## config.mk

```make
export PLATFORM = sky130hd
export DESIGN_NAME = seq_restoring_divider
export DESIGN_NICKNAME = d
export VERILOG_FILES = /design/src/rtl/seq_restoring_divider_pkg.sv /design/src/rtl/seq_restoring_divider_addsub_unit.sv /design/src/rtl/seq_restoring_divider.sv
export SDC_FILE = /design/constraint.sdc
export NUM_CORES = 1
export LEC_CHECK = 0
export ABC_AREA = 1
export BUFFER_PORTS_ARGS = -buffer_cell sky130_fd_sc_hd__buf_2
export CORE_MARGIN = 5
export CORE_UTILIZATION = 45
export CTS_CLUSTER_SIZE = 25
export DETAILED_ROUTE_END_ITERATION = 10
export PLACE_DENSITY = 0.67
export SLEW_MARGIN = 20
export SYNTH_ARGS = -nofsm -noshare
export SYNTH_HDL_FRONTEND = slang
export SYNTH_SLANG_ARGS = --single-unit
```

## constraint.sdc

```tcl
create_clock -name clk -period 3.7 [get_ports clk]
set_input_delay 0.185 -clock clk [delete_from_list [all_inputs] [get_ports clk]]
set_output_delay 0.185 -clock clk [all_outputs]
set_load 0.005 [all_outputs]
```

## src/rtl/seq_restoring_divider_pkg.sv

```systemverilog
// Shared types and constants for the sequential restoring divider.
package seq_restoring_divider_pkg;

  typedef enum logic [1:0] {
    StIdle = 2'd0,
    StRun  = 2'd1,
    StFin  = 2'd2
  } div_state_e;

  localparam int unsigned DefaultWidth = 4;

  localparam logic ModeAdd = 1'b0;
  localparam logic ModeSub = 1'b1;

endpackage

```

## src/rtl/seq_restoring_divider_addsub_unit.sv

```systemverilog
// Ripple-carry adder/subtractor: sub=1 computes a - b via inverted b and carry-in of 1.
module addsub_unit #(
  parameter int unsigned W = 5
) (
  input  logic [W-1:0] a,
  input  logic [W-1:0] b,
  input  logic         sub,
  output logic [W-1:0] result,
  output logic         cout
);

  logic [W:0]   carry;
  logic [W-1:0] b_x;

  assign carry[0] = sub;
  assign b_x      = b ^ {W{sub}};

  for (genvar i = 0; i < W; i++) begin : g_fa
    assign result[i]  = a[i] ^ b_x[i] ^ carry[i];
    assign carry[i+1] = (a[i] & b_x[i]) | (a[i] & carry[i]) | (b_x[i] & carry[i]);
  end

  assign cout = carry[W];

endmodule

```

## src/rtl/seq_restoring_divider.sv

```systemverilog
// Sequential unsigned restoring divider with start/done handshake.
module seq_restoring_divider
  import seq_restoring_divider_pkg::*;
#(
  parameter int unsigned WIDTH = DefaultWidth
) (
  input  logic             clk,
  input  logic             rst,
  input  logic             start,
  input  logic [WIDTH-1:0] dividend,
  input  logic [WIDTH-1:0] divisor,
  output logic             busy,
  output logic             done,
  output logic [WIDTH-1:0] quotient,
  output logic [WIDTH-1:0] remainder,
  output logic             div_by_zero
);

  localparam int unsigned CntW = $clog2(WIDTH) + 1;
  localparam logic [CntW-1:0] LastCnt = CntW'(WIDTH - 1);

  div_state_e       state_q;
  logic [WIDTH-1:0] r_q, q_q, d_q;
  logic [CntW-1:0]  cnt_q;
  logic             dbz_q;

  // Shifted partial remainder keeps the bit pushed out of R, so the trial
  // subtraction is exact even when 2R+1 exceeds WIDTH bits.
  logic [WIDTH:0] rem_shift;
  logic [WIDTH:0] trial;
  logic           unused_cout;

  assign rem_shift = {r_q, q_q[WIDTH-1]};

  addsub_unit #(
    .W(WIDTH + 1)
  ) u_addsub (
    .a      (rem_shift),
    .b      ({1'b0, d_q}),
    .sub    (ModeSub),
    .result (trial),
    .cout   (unused_cout)
  );

  always_ff @(posedge clk) begin
    if (rst) begin
      state_q     <= StIdle;
      r_q         <= '0;
      q_q         <= '0;
      d_q         <= '0;
      cnt_q       <= '0;
      dbz_q       <= 1'b0;
      busy        <= 1'b0;
      done        <= 1'b0;
      quotient    <= '0;
      remainder   <= '0;
      div_by_zero <= 1'b0;
    end else begin
      done <= 1'b0;
      unique case (state_q)
        StIdle: begin
          if (start) begin
            d_q   <= divisor;
            cnt_q <= '0;
            if (divisor != '0) begin
              r_q     <= '0;
              q_q     <= dividend;
              dbz_q   <= 1'b0;
              busy    <= 1'b1;
              state_q <= StRun;
            end else begin
              r_q     <= dividend;
              q_q     <= '1;
              dbz_q   <= 1'b1;
              state_q <= StFin;
            end
          end
        end
        StRun: begin
          // trial[WIDTH] set means the subtraction went negative: restore.
          q_q <= {q_q[WIDTH-2:0], ~trial[WIDTH]};
          if (trial[WIDTH]) begin
            r_q <= rem_shift[WIDTH-1:0];
          end else begin
            r_q <= trial[WIDTH-1:0];
          end
          cnt_q <= cnt_q + CntW'(1);
          if (cnt_q == LastCnt) begin
            state_q <= StFin;
          end
        end
        StFin: begin
          done        <= 1'b1;
          busy        <= 1'b0;
          quotient    <= q_q;
          remainder   <= r_q;
          div_by_zero <= dbz_q;
          state_q     <= StIdle;
        end
        default: state_q <= StIdle;
      endcase
    end
  end

endmodule
```

=== Yosys cells after proc, flatten, opt, wreduce, memory -nomap -nowiden ===
Cells that the tools add are included.

* Flip-flop bits (word level): 29
* Input port bits: 11
* Output and inout bits: 11

* $add $sub $neg: 1
* Eq/ne operators: 6
* Muxes and demuxes: 18
* Bitwise gates (word level): 30
* Reduce and logical (&&, ||, !) cells: 8

{| class="wikitable"
|+ Operators by type and width
! cell !! number
|-
| $mux W4 || 5
|-
| $pmux W4 S2 || 2
|-
| $and A1 B1 Y1 || 10
|-
| $xor A1 B1 Y1 || 9
|-
| $or A1 B1 Y1 || 8
|-
| $mux W2 || 3
|-
| $ne A2 B2 Y1 const B || 3
|-
| $pmux W3 S2 || 1
|-
| $reduce_and A2 Y1 || 3
|-
| $not A4 Y5 || 1
|-
| $mux W1 || 4
|-
| $pmux W2 S2 || 1
|-
| $reduce_bool A2 Y1 || 2
|-
| $reduce_bool A4 Y1 || 1
|-
| $add A3 B1 Y3 const B || 1
|-
| $eq A3 B2 Y1 const B || 1
|-
| $mux W3 || 1
|-
| $reduce_and A3 Y1 || 1
|-
| $eq A2 B1 Y1 const B || 1
|-
| $eq A2 B2 Y1 const B || 1
|-
| $logic_not A2 Y1 || 1
|-
| $not A1 Y1 || 2
|-
| $pmux W1 S2 || 1
|}

=== Longest topological paths before layout ===
* Word-level depth: 16
* Gate-level depth with buffers: 11
* Mapped depth without buffers: 11

=== Cells and area by module ===
Synthesis repeated with hierarchy kept, for this count alone.

* Cells, all modules: 211
* Area, all modules: 1470.2 um2

{| class="wikitable"
|+ Modules (own cells, without submodules)
! module !! instances !! cells an instance !! area an instance (um2) !! seq. area each (um2)
|-
| seq_restoring_divider || 1 || 176 || 1273.7 || 580.6
|-
| addsub_unit || 1 || 35 || 196.4 || 0.0
|}

=== Least setup slack after synthesis ===
OpenSTA, ideal clock, no wires.

* Path type: register -> register
* From: register q_q[3]
* To: register r_q[1]
* Library setup time: 0.070 ns
* Arrival time: 2.170 ns
* Required time: 3.630 ns
* Slack: 1.461 ns
* Cell stages (with the launch flop): 11
* Buffers on the path: 0
* Clock period less this slack: 2.239 ns
* Path through: dfxtp_1 inv_1 ha_1 fa_1 fa_1 fa_1 nand2_1 nand2_1 nand2_1 nand3_1 a21oi_1

* Longest elaborated chain between the ends: 15
* Elaborated cells between the ends (all ways): 19
* Classes of those cells: 2 x mux; 17 x bitwise

{| class="wikitable"
|+ RTL lines
! item !! line !! RTL
|-
| start: declaration || seq_restoring_divider.sv:23 || <nowiki>logic [WIDTH-1:0] r_q, q_q, d_q;</nowiki>
|-
| start signal: assignment || seq_restoring_divider.sv:67 || <nowiki>q_q <= dividend;</nowiki>
|-
| start signal: assignment || seq_restoring_divider.sv:81 || <nowiki>q_q <= {q_q[WIDTH-2:0], ~trial[WIDTH]};</nowiki>
|-
| $and A1 B1 Y1 || seq_restoring_divider_addsub_unit.sv:20 || <nowiki>assign carry[i+1] = (a[i] & b_x[i]) | (a[i] & carry[i]) | (b_x[i] & carry[i]);</nowiki>
|-
| $or A1 B1 Y1 (*) (2 in series) || seq_restoring_divider_addsub_unit.sv:20 ||
|-
| $and A1 B1 Y1 || seq_restoring_divider_addsub_unit.sv:20 ||
|-
| $or A1 B1 Y1 (2 in series) || seq_restoring_divider_addsub_unit.sv:20 ||
|-
| $and A1 B1 Y1 || seq_restoring_divider_addsub_unit.sv:20 ||
|-
| $or A1 B1 Y1 (2 in series) || seq_restoring_divider_addsub_unit.sv:20 ||
|-
| $and A1 B1 Y1 || seq_restoring_divider_addsub_unit.sv:20 ||
|-
| $or A1 B1 Y1 (2 in series) || seq_restoring_divider_addsub_unit.sv:20 ||
|-
| $xor A1 B1 Y1 || seq_restoring_divider_addsub_unit.sv:19 || <nowiki>assign result[i] = a[i] ^ b_x[i] ^ carry[i];</nowiki>
|-
| $mux W4 (*) || seq_restoring_divider.sv:82 || <nowiki>if (trial[WIDTH]) begin</nowiki>
|-
| $pmux W4 S2 (*) || seq_restoring_divider.sv:60 || <nowiki>unique case (state_q)</nowiki>
|-
| end signal: assignment || seq_restoring_divider.sv:72 || <nowiki>r_q <= dividend;</nowiki>
|-
| end signal: assignment || seq_restoring_divider.sv:83 || <nowiki>r_q <= rem_shift[WIDTH-1:0];</nowiki>
|-
| end signal: assignment || seq_restoring_divider.sv:85 || <nowiki>r_q <= trial[WIDTH-1:0];</nowiki>
|-
| end: declaration || seq_restoring_divider.sv:23 ||
|}

Every way passes the cells marked *; elsewhere a longest branch is shown, timed or not.
A chain may end at the register's enable or synchronous reset.

=== Worst setup path in the final report ===
* From: register q_q[3]
* To: register r_q[2]

* Longest elaborated chain between the ends: 15
* Elaborated cells between the ends (all ways): 19
* Classes of those cells: 2 x mux; 17 x bitwise

{| class="wikitable"
|+ RTL lines
! item !! line
|-
| $and A1 B1 Y1 || seq_restoring_divider_addsub_unit.sv:20
|-
| $or A1 B1 Y1 (*) (2 in series) || seq_restoring_divider_addsub_unit.sv:20
|-
| $and A1 B1 Y1 || seq_restoring_divider_addsub_unit.sv:20
|-
| $or A1 B1 Y1 || seq_restoring_divider_addsub_unit.sv:20
|-
| $or A1 B1 Y1 (*) || seq_restoring_divider_addsub_unit.sv:20
|-
| $and A1 B1 Y1 || seq_restoring_divider_addsub_unit.sv:20
|-
| $or A1 B1 Y1 (2 in series) || seq_restoring_divider_addsub_unit.sv:20
|-
| $and A1 B1 Y1 || seq_restoring_divider_addsub_unit.sv:20
|-
| $or A1 B1 Y1 (2 in series) || seq_restoring_divider_addsub_unit.sv:20
|-
| $xor A1 B1 Y1 || seq_restoring_divider_addsub_unit.sv:19
|-
| $mux W4 (*) || seq_restoring_divider.sv:82
|-
| $pmux W4 S2 (*) || seq_restoring_divider.sv:60
|}

Marked as above.

==> metrics.yaml <==
clockRootBuffer: "clkbuf_4"
cp.required_ns: 3.96
synth_top_cell_by_area: "dfxtp_1"
status: "completed"
slew_viol_final: 0
rows: 19
yosys-top-cells-count: "dfxtp_1, nand2_1, o21ai_0"
fin_setup_tns_ns: 0
via_per_inst: 5.31
layout-drive-gt1-share: 0.182
syn_inst: 180
numCtsBuffers: 5
antenna_found_initial: 0
gp_congestion: 0.835
worst_path_max_delay_cell: "fa_1"
use_met2: 0.298
crit_path_end_kind: "flip-flop"
synth-seq-cells: 29
die_h_um: 64.6
core_area_um2: 2810
crit_chain: "inv_1 -> ha_1 -> fa_1 -> fa_1 -> fa_1 -> nand2_1 -> nand2_1 -> nand2_1 -> nand3_1 -> a21oi_1"
portBuffers: 21
synthTopCellsByArea: "dfxtp_1, o21ai_0, a21oi_1"
post_synth.cell_area_avg_um2: 7.47
clock_sinks: 29
cts_resized: 0
finalSetupViolCount: 0
syn-cell-area_um2: 1340
synth_top_area_frac: 0.432
slew_headroom: 0.658
synth_cell_types: 19
dpl.cell_count: 226
rsz0062_at_grt: "no"
dieArea_um2: 4180
grt_max_degree: 22
crit_family: "adder cells"
cp_num_buf_inv: 1
hold_buffers: 0
fmax_ghz: 0.404
post_cts_buffers: 0
critical_path.max_fanout: 6
ys_async_sr_fraction: 0
areaGrowthSynthToFinish_pct: 13.8
reg2reg_slack_ns: 1.23
hpwlAfterDp_um: 2310
htreeDepth: 2
drt_iter0_drc: 46
period_needed_ns: 2.47
fin_cells: 234
cp.arrival_ns: 2.73
avgRoutedWirePerCell_um: 13.4
crit_path_start_kind: "flip-flop"
nets: 219
cts_tree: "built"
drc: 0
firstDrtPassIters: 4
skew_ns: 0.00469
leakagePower_nw: 0.727
clkSlewWorstSetupHoldPaths_ns: 0.09
hp-class: "input port to flip-flop"
vias: 1242
ant_nets: 0
timing.max_cap.violations: 0
grt_usage: 0.168
start_util: 0.479
num_io_pins: 22
clk_path_buf_depth: 2
clock_latency_ns: 0.33
grt_pass1_vias: 1159
die_w_um: 64.6
routed_wl_um: 3130
grtUsageMet3: 0.0415
syn_nets: 197
synthFlopType: "dfxtp_1"
grtUsageMet1: 0.191
fin_crit_sh: 0.668
synth_edf_count: 0
worst_slew_pin_slew_ns: 0.512
post-synth-top-count-cell: "dfxtp_1"
synth_warnings: 0
diodes: 0
gr-total-overflow: 0
grt_pass1_wl_um: 5350
hold_violations: 0
power.density_nw_per_um2: 458
top_usage_layer: "met2"
slowest_delay_ns: 0.39
crit_type: "flip-flop to flip-flop"
ys_seq_area_frac: 0.432
ir_drop_v: 0.000328
metal layers:
| layer | wire, µm | share of wire |
|---|---|---|
| met5 | 0 | 0 |
| met4 | 56 | 0.018 |
| met3 | 156 | 0.050 |
| met2 | 1600 | 0.51 |
| met1 | 1320 | 0.42 |
cells by family after synthesis:
family	after synthesis	synth area share
fa+ha+maj	6	0.0726
buf+inv	28	0.0829
simple gates	69	0.231
compound gates	48	0.182
flops	29	0.432
worst register-to-register path: stages (launching register included):
cell	delay, ns
dfxtp_1	0.31
inv_1	0.08
ha_1	0.23
fa_1	0.39
fa_1	0.39
fa_1	0.39
nand2_1	0.18
nand2_1	0.14
nand2_1	0.08
nand3_1	0.06
a21oi_1	0.15
flip-flops by register name, indices dropped and copies added (netlist names):
name         count
div_by_zero      1
cnt_q            3
done             1
quotient         4
state_q          2
busy             1
d_q              4
q_q              4
r_q              4
dbz_q            1
remainder        4
power by group:
| part | leakage, nW | internal (mW) | total [mW] | switching (mW) |
|---|---|---|---|---|
| combinational | 0.448 | 0.0478 | 0.135 | 0.0876 |
| sequential | 0.238 | 0.332 | 0.345 | 0.0125 |
| clock | 0.0413 | 0.110 | 0.220 | 0.110 |
| total | 0.727 | 0.490 | 0.700 | 0.210 |
path summary, 6_finish.rpt:
check	from	to	cells after the start
max	q_q[3]	r_q[2]	10
min	divisor[3]	d_q[3]	3
max reg2reg	q_q[3]	r_q[2]	10
min reg2reg	busy	busy	2
through the flow:
step	cell area (µm²)	utilization	setup slack, ns	hold WS (ns)	total power, mW
after floorplan	1340	-	1.46	0.349	0.449
after global routing	1530	0.545	1.11	0.136	0.749
final	1530	0.545	1.23	0.124	0.700
after CTS	1530	0.545	1.25	0.119	0.704
after global placement	1460	0.520	1.38	0.448	0.479
after detailed placement	1460	0.520	1.27	0.455	0.486
cell usage in the layout, fill, tap and decap left out, types with 5 or more instances in the layout:
cell type / instances
inv_1: 19
nor2_1: 16
buf_2: 21
nand3_1: 20
clkbuf_4: 5
nand2_1: 27
a21oi_1: 23
dfxtp_1: 29
o21ai_0: 24
final cells by class:
type	instances	area, µm²
Clock buffer	7	65.1
Fill cell	271	1280
Timing Repair Buffer	21	105
Tap cell	31	38.8
Multi-Input combinational cell	123	652
Sequential cell	29	581
Inverter	22	82.6
Clock inverter	1	5.00
Power figures use the tool's default switching activity.
